$ cat config.mk
export PLATFORM = sky130hd
export DESIGN_NAME = proc_control_unit
export DESIGN_NICKNAME = d
export VERILOG_FILES = /design/src/rtl/proc_pkg.sv /design/src/rtl/dec3to8.sv /design/src/rtl/proc_control_unit.sv
export SDC_FILE = /design/constraint.sdc
export NUM_CORES = 1
export LEC_CHECK = 0
export BUFFER_PORTS_ARGS = -buffer_cell sky130_fd_sc_hd__buf_4
export CAP_MARGIN = 20
export CORE_AREA = 2 2 39 41
export CTS_BUF_LIST = sky130_fd_sc_hd__clkbuf_4
export CTS_CLUSTER_DIAMETER = 30
export CTS_CLUSTER_SIZE = 40
export DETAILED_ROUTE_END_ITERATION = 10
export DIE_AREA = 0 0 41 43
export GPL_TIMING_DRIVEN = 1
export PLACE_DENSITY = 0.84
export SLEW_MARGIN = 25
export SYNTH_ARGS = -nofsm -noshare
export SYNTH_HDL_FRONTEND = slang
export SYNTH_SLANG_ARGS = --single-unit
$ cat constraint.sdc
create_clock -name clock -period 5.01 [get_ports clock]
set_clock_uncertainty 0.1 [all_clocks]
set_input_delay 1.002 -clock clock [delete_from_list [all_inputs] [get_ports clock]]
set_output_delay 1.002 -clock clock [all_outputs]
set_load 0.02 [all_outputs]
$ cat src/rtl/proc_pkg.sv
// Shared definitions for the 16-bit processor control path and datapath.
//
// Contents:
//   - instruction field widths (III XXX YYY format)
//   - opcode constants for mv / mvi / add / sub
//   - control FSM state encoding (T0..T3)
package proc_pkg;

    localparam int IR_W      = 9;
    localparam int OP_W      = 3;
    localparam int REG_IDX_W = 3;
    localparam int NUM_REGS  = 8;

    localparam logic [OP_W-1:0] OP_MV  = 3'b000;
    localparam logic [OP_W-1:0] OP_MVI = 3'b001;
    localparam logic [OP_W-1:0] OP_ADD = 3'b010;
    localparam logic [OP_W-1:0] OP_SUB = 3'b011;

    typedef enum logic [1:0] {
        T0 = 2'd0,
        T1 = 2'd1,
        T2 = 2'd2,
        T3 = 2'd3
    } state_t;

endpackage

$ cat src/rtl/dec3to8.sv
// 3-bit index to 8-bit one-hot decoder with enable.
//
// Ports:
//   en     : when low the output is all zeros
//   idx    : register index 0..7
//   onehot : bit idx set when en is high
module dec3to8 (
    input  logic       en,
    input  logic [2:0] idx,
    output logic [7:0] onehot
);

    always_comb begin
        onehot = '0;
        if (en) begin
            onehot[idx] = 1'b1;
        end
    end

endmodule

$ cat src/rtl/proc_control_unit.sv
// Multi-cycle control FSM for the simple 16-bit processor.
// Decodes the instruction register and drives every bus select and
// register load enable of the datapath, plus the ALU op and done strobe.
//
// Ports:
//   clock, reset    : rising-edge clock, synchronous active-high reset
//   run             : start request, only sampled in T0
//   ir              : instruction [8:6] opcode, [5:3] X, [2:0] Y
//   ir_in           : IR load enable
//   a_in, g_in      : A / G register load enables
//   r_in[7:0]       : R0..R7 load enables (one-hot or zero)
//   imediate_select : bus driven by DIN immediate
//   r_select        : bus driven by G
//   r_out[7:0]      : bus driven by Ri
//   add_sub         : ALU op, 0 = A+bus, 1 = A-bus
//   done            : one-cycle pulse in the last cycle of an instruction
//   busy            : high in any state other than T0
module proc_control_unit
    import proc_pkg::*;
#(
    parameter int IR_WIDTH = IR_W
) (
    input  logic                clock,
    input  logic                reset,
    input  logic                run,
    input  logic [IR_WIDTH-1:0] ir,
    output logic                ir_in,
    output logic                a_in,
    output logic                g_in,
    output logic [7:0]          r_in,
    output logic                imediate_select,
    output logic                r_select,
    output logic [7:0]          r_out,
    output logic                add_sub,
    output logic                done,
    output logic                busy
);

    state_t state;
    state_t next_state;

    logic [OP_W-1:0]      opcode;
    logic [REG_IDX_W-1:0] rx;
    logic [REG_IDX_W-1:0] ry;

    logic                 rin_en;
    logic                 rout_en;
    logic [REG_IDX_W-1:0] rout_idx;

    assign opcode = ir[IR_WIDTH-1 -: OP_W];
    assign rx     = ir[2*REG_IDX_W-1 -: REG_IDX_W];
    assign ry     = ir[REG_IDX_W-1:0];

    always_ff @(posedge clock) begin
        if (reset) begin
            state <= T0;
        end else begin
            state <= next_state;
        end
    end

    always_comb begin
        next_state      = state;
        ir_in           = 1'b0;
        a_in            = 1'b0;
        g_in            = 1'b0;
        imediate_select = 1'b0;
        r_select        = 1'b0;
        add_sub         = 1'b0;
        done            = 1'b0;
        busy            = (state != T0);
        rin_en          = 1'b0;
        rout_en         = 1'b0;
        rout_idx        = rx;

        case (state)
            T0: begin
                if (run) begin
                    ir_in      = 1'b1;
                    next_state = T1;
                end
            end
            T1: begin
                case (opcode)
                    OP_MV: begin
                        rout_en    = 1'b1;
                        rout_idx   = ry;
                        rin_en     = 1'b1;
                        done       = 1'b1;
                        next_state = T0;
                    end
                    OP_MVI: begin
                        imediate_select = 1'b1;
                        rin_en          = 1'b1;
                        done            = 1'b1;
                        next_state      = T0;
                    end
                    OP_ADD, OP_SUB: begin
                        rout_en    = 1'b1;
                        rout_idx   = rx;
                        a_in       = 1'b1;
                        next_state = T2;
                    end
                    default: begin
                        // Reserved opcodes retire as a NOP.
                        done       = 1'b1;
                        next_state = T0;
                    end
                endcase
            end
            T2: begin
                rout_en    = 1'b1;
                rout_idx   = ry;
                g_in       = 1'b1;
                // Low opcode bit distinguishes sub (011) from add (010).
                add_sub    = opcode[0];
                next_state = T3;
            end
            T3: begin
                r_select   = 1'b1;
                rin_en     = 1'b1;
                done       = 1'b1;
                next_state = T0;
            end
            default: begin
                next_state = T0;
            end
        endcase

        // Reset suppresses every enable in the same cycle, so an instruction
        // interrupted mid-flight never writes its destination register.
        if (reset) begin
            ir_in           = 1'b0;
            a_in            = 1'b0;
            g_in            = 1'b0;
            imediate_select = 1'b0;
            r_select        = 1'b0;
            add_sub         = 1'b0;
            done            = 1'b0;
            busy            = 1'b0;
            rin_en          = 1'b0;
            rout_en         = 1'b0;
        end
    end

    dec3to8 u_rin_dec (
        .en     (rin_en),
        .idx    (rx),
        .onehot (r_in)
    );

    dec3to8 u_rout_dec (
        .en     (rout_en),
        .idx    (rout_idx),
        .onehot (r_out)
    );

endmodule

==> results of run 1 <==
per-stage QoR:
stage	hold slack (ps)	setup slack (ps)	utilization (%)	power, mW
2_1_floorplan	369	1520	-	0.0490
3_3_place_gp	391	1470	53.7	0.0667
3_5_place_dp	402	1440	53.7	0.0679
4_1_cts	405	1440	55.3	0.103
5_1_grt	434	1370	55.3	0.112
6_report	403	1430	55.3	0.102
logic make-up (layout without fill, tap and decap cells):
kind of cell	after synthesis	in the layout
and+or+nand+nor	41	41
DFF	2	2
buffers and inverters	8	44
AOI/OAI and AO/OA	15	15
adders and majority gates	5	5
worst min path at each step:
stage | startpoint | to | slack [ps] | depth (start not counted)
after detailed placement | register | register | 400 | 2
after CTS | register | register | 410 | 2
after floorplan | register | register | 370 | 2
after global placement | register | register | 390 | 2
final | register | register | 400 | 2
after global routing | register | register | 430 | 2
report_power, final:
group | switching, mW | total (mW) | internal, mW
combinational | 0.0279 | 0.0489 | 0.0210
clock | 0.00807 | 0.0344 | 0.0263
sequential | 0.00185 | 0.0191 | 0.0172
total | 0.0379 | 0.102 | 0.0645
layout make-up:
cell class / instances / share of cell area (%)
multi-input combinational: 61 / 52.0
inverter: 6 / 2.94
tap: 16 / 2.61
clock buffer: 3 / 2.94
sequential: 2 / 5.23
timing repair buffer: 35 / 34.3
cell usage in the layout (no fill, tap or decap), drive strengths merged, types with 3 or more instances in the layout:
cell and count:
nor2 10, buf 35, ha 5, inv 6, a21oi 5, and3 3
nand2b 4, nor3 10, clkbuf 3, nand2 4
metal layers:
metal / global-route usage, % / wire [um]
met1: 23.2 / 581
met2: 28.4 / 698
met3: 3.66 / 110
met4: 1.33 / 0
met5: 0 / 0
worst register-to-register path, delay by kind of cell (launching register included):
kind            cells  cell delay [ps]
compound gates      1              200
fa+ha+maj           1              240
buf+inv             1              120
flops               1              420
simple gates        2              180
==> results.json, run 1 <==
{
  "cts-root-buf": "clkbuf_4",
  "fin_crit_ps": 3580,
  "synth_edf_count": 0,
  "crit_required_ps": 3910,
  "cts_resized": 0,
  "yosysTopAreaCell": "ha_1",
  "num_antenna_cells": 0,
  "hold_viol": 0,
  "drt_first_pass_iters": 4,
  "grt_max_degree": 11,
  "core_mm2": 0.00138,
  "drt-total-wl_um": 1390,
  "cellPowerDensity_mw_per_mm2": 134,
  "period_share_pct": 71.4,
  "relSlewSlack_pct": 74.7,
  "post_cts.repair.setup_buffers": 0,
  "clk_pin_slew_worst_paths_ps": 30,
  "cap_violations": 0,
  "r2r_slack_ps": 3660,
  "initial_core_util_pct": 33.8,
  "path_delay_family": "simple AND/OR/NAND/NOR gates",
  "portBuffers": 35,
  "tns_ps": 0,
  "crit_chain": "buf_4 -> and2b_1 -> a21oi_1 -> or4b_4 -> nor3_1 -> buf_4",
  "startpoint_type": "input pin",
  "syn_avg_cell_area_um2": 6.59,
  "status": "finished clean",
  "grt_first_pass_wirelength_um": 2250,
  "netlist.area_leader.share_pct": 13.4,
  "area_delta_synth_final_pct": 63.6,
  "final_nets": 126,
  "crit_cells": 6,
  "antenna_found_initial": 0,
  "rows": 14,
  "r2r.worst_path.cells": 5,
  "num_vias": 648,
  "design_area_um2": 766,
  "setup.worst_path.start": "ir[8]",
  "fillCellCount": 142,
  "setup_viol": 0,
  "cts_tree": "yes",
  "synth_xor_area_share_pct": 0,
  "placed_area_um2": 743,
  "cts-htree-levels": 1,
  "arrival_ps": 2480,
  "die_area_mm2": 0.00176,
  "drive_gt1_share_pct": 38.3,
  "setup.worst_path.end_class": "primary output",
  "ys_types": 26,
  "numCtsBuffers": 3,
  "critPathCapture": "r_out[2]",
  "synth_compound_area_share_pct": 24.1,
  "synthMuxAreaShare_pct": 0,
  "fmax_mhz": 279,
  "crit_fanout": 6,
  "clockBufferDepth": 2,
  "slowest_delay_ps": 560,
  "grt_overflow_total": 0,
  "die_h_um": 43,
  "regArea_um2": 40.0,
  "clk_latency_ps": 220,
  "hpwl_um": 1150,
  "routedWlPerCell_um": 11.3,
  "finalNonFillerCells": 123,
  "synth.top_cells.by_count": "nor2_1, nor3_1, inv_1, a21oi_1, ha_1",
  "die_w_um": 41,
  "grt_setup_unrepaired": "false",
  "drc": 0,
  "slew_viol_final": 0,
  "crit_buf_inv": 2,
  "reg2reg_to": "state[0]",
  "via_per_inst": 5.27,
  "dp.cells": 120,
  "synth_nets": 88,
  "worst_pin_slew_ps": 374,
  "hold_class": "reg -> reg",
  "synthAdderAreaFrac_pct": 13.4,
  "critPathKind": "in -> out",
  "synth.ff_latch_count": 2,
  "yosysWarnings": 0,
  "yosys.area_share.simple_pct": 47.6,
  "grt_usage_pct": 17.3,
  "synthesis.area_um2": 468,
  "synth_area_leaders": "ha_1, nor3_1, dfxtp_1, nor2_1, a21oi_1",
  "async_reset_ff_share_pct": 0,
  "ys_seq_area_share_pct": 8.56,
  "synthCells": 71,
  "r2r_start": "state[0]",
  "ant_nets": 0,
  "drt_iter0_markers": 7,
  "synth_top_family_by_area": "simple AND/OR/NAND/NOR gates",
  "multi_input_area_um2": 398,
  "hold_buffers": 0,
  "cpMostUsedCell": "buf_4",
  "place_congestion": 0.751,
  "io_pins": 36,
  "power_leakage_nw": 0.397,
  "slowest_stage": "or4b_4",
  "cts_sinks": 2,
  "ir_drop_uv": 203,
  "synth_flop_cell": "dfxtp_1",
  "grt_pass1_vias": 565
}
(Power assumes the default switching activity.)
==> run 2: changes to the inputs <==
- ABC_AREA: default -> 1
- PLACE_DENSITY: 0.84 -> 0.85
- clock period: 5.01 -> 3.6 ns (I/O delays scaled with it)
==> run 2 against run 1 <==
Net effect:
- design area grew 2.0%
- flip-flop and latch count unchanged
- global-route usage down 1.8 points
- routed wire length shrank 8.6%
- non-clock buffer count stayed put
- power increased by 130%
- core utilization increased by 1.1 points
- largest cell class unchanged
- highest routed layer unchanged
==> results.json, run 2 <==
{
  "layout_common_cells": "buf_4, nand2_1, nor2_1, inv_1",
  "grt_pass1_vias": 569,
  "numCtsBuffers": 3,
  "place_congestion": 0.747,
  "yosysMostFrequentCell": "nand2_1",
  "ys_seq_area_share_pct": 8.33,
  "r2r.worst_path.cells": 5,
  "die_h_um": 43,
  "synth.top_cells.by_count": "nand2_1, nor2_1, inv_1, ha_1, nand2_2",
  "arrival_ps": 1810,
  "grt_usage_pct": 15.5,
  "hold_class": "reg -> reg",
  "r2r_slack_ps": 2270,
  "whs_path_depth": 2,
  "crit_required_ps": 2780,
  "clk_latency_ps": 220,
  "rows": 14,
  "antenna_found_initial": 0,
  "synthesis.area_um2": 480,
  "core_mm2": 0.00138,
  "hold_buffers": 0,
  "synthCells": 95,
  "critPathKind": "reg -> out",
  "synth_area_leaders": "nand2_1, nor2_1, ha_1, inv_1, dfxtp_1",
  "area_delta_synth_final_pct": 62.5,
  "startpoint_type": "register",
  "tns_ps": 0,
  "ys_types": 17,
  "drt-total-wl_um": 1270,
  "synth_top_family_by_area": "simple AND/OR/NAND/NOR gates",
  "status": "finished clean",
  "clockBufferDepth": 2,
  "synth.ff_latch_count": 2,
  "yosysTopAreaCell": "nand2_1",
  "synth_compound_area_share_pct": 6.51,
  "layout_commonest_cell": "buf_4",
  "hpwl_um": 1090,
  "synth_flop_cell": "dfxtp_1",
  "setup.worst_path.end_class": "primary output",
  "hold_viol": 0,
  "ir_drop_uv": 212,
  "synth_xor_area_share_pct": 0,
  "grt_setup_unrepaired": "false",
  "routedWlPerCell_um": 8.58,
  "worst_pin_slew_ps": 206,
  "cts_tree": "yes",
  "grt_first_pass_wirelength_um": 1990,
  "drt_iter0_markers": 3,
  "num_vias": 668,
  "cts-htree-levels": 1,
  "die_area_mm2": 0.00176,
  "r2r_start": "state[0]",
  "final_nets": 151,
  "clk_pin_slew_worst_paths_ps": 30,
  "cts-root-buf": "clkbuf_4",
  "synth_nets": 112,
  "cellPowerDensity_mw_per_mm2": 297,
  "die_w_um": 41,
  "drt_first_pass_iters": 4,
  "grt_max_degree": 9,
  "p_total_mw": 0.232,
  "cap_violations": 0,
  "synth_edf_count": 0,
  "period_share_pct": 73.1,
  "fmax_mhz": 380,
  "relSlewSlack_pct": 86.2,
  "cts_resized": 0,
  "syn_avg_cell_area_um2": 5.06,
  "via_per_inst": 4.51,
  "fin_crit_ps": 2630,
  "ant_nets": 0,
  "cts_sinks": 2,
  "drc": 0,
  "synthMuxAreaShare_pct": 0,
  "portBuffers": 35,
  "netlist.area_leader.share_pct": 22.7,
  "async_reset_ff_share_pct": 0,
  "power_leakage_nw": 0.498,
  "synthAdderAreaFrac_pct": 13.0,
  "fillCellCount": 143,
  "num_antenna_cells": 0,
  "initial_core_util_pct": 34.7,
  "grt_overflow_total": 0,
  "yosysWarnings": 0,
  "drive_gt1_share_pct": 36.4,
  "slew_viol_final": 0,
  "yosys.area_share.simple_pct": 57.0,
  "setup_viol": 0,
  "io_pins": 36,
  "crit_fanout": 6,
  "post_cts.repair.setup_buffers": 0
}
run 2: cell types whose count changed after synthesis, sizes merged, moves of 3 or more:
cell | before | now
nor2 | 10 | 25
nand3 | 0 | 3
nand2b | 4 | 0
a21oi | 5 | 2
and3 | 3 | 0
nor3 | 10 | 1
inv | 6 | 18
nand2 | 4 | 34
run 2: worst max path at each step:
stage               startpoint       end  slack [ps]  depth (start not counted)
floorplan                ir[7]  r_out[0]        1240                          9
global placement         ir[7]  r_out[0]        1130                         11
detailed placement       ir[7]  r_out[1]        1080                         11
CTS                   state[0]  r_out[1]         940                          9
global route          state[0]  r_out[5]         810                          9
finish                state[0]  r_out[5]         970                          9
run 2: cells by family after synthesis:
| group | count (synthesis) |
|---|---|
| DFF | 2 |
| buffers and inverters | 19 |
| adders and majority gates | 5 |
| AOI/OAI and AO/OA | 5 |
| and+or+nand+nor | 64 |
run 2: layout make-up:
cell class | instances | area (um^2) | area share [%]
timing repair buffer | 35 | 263 | 33.7
clock buffer | 3 | 22.5 | 2.88
sequential | 2 | 40.0 | 5.13
inverter | 18 | 67.6 | 8.65
multi-input combinational | 74 | 368 | 47.1
tap | 16 | 20.0 | 2.56
run 2: through the flow:
step | util, % | instances | cell area [um^2] | setup WS [ps] | hold slack [ps]
6_report | 56.4 | 148 | 781 | 967 | 446
5_1_grt | 56.4 | 148 | 781 | 809 | 462
4_1_cts | 56.4 | 148 | 781 | 936 | 448
3_5_place_dp | 54.8 | 145 | 758 | 1080 | 449
3_3_place_gp | 54.8 | 145 | 758 | 1130 | 435
2_1_floorplan | - | 95 | 480 | 1240 | 415
run 2: worst max-delay path, stage by stage (launching register included):
cell,delay (ps)
dfxtp_1,400
inv_1,110
ha_1,380
inv_1,60
nor2_1,170
nand2_1,70
inv_1,60
nand2_2,70
nor2_1,120
buf_4,150
run 2: power breakdown:
group          internal (mW)  switching (mW)  total [mW]  leakage, nW
Sequential            0.0272         0.00587      0.0331       0.0166
Combinational         0.0566          0.0937       0.150        0.468
Clock                 0.0367          0.0121      0.0488       0.0138
run 2: layer usage:
layer | routed length, um | track usage, %
met5 | 0 | 0
met4 | 0 | 6.00
met3 | 84 | 0
met2 | 705 | 28.4
met1 | 480 | 17.5
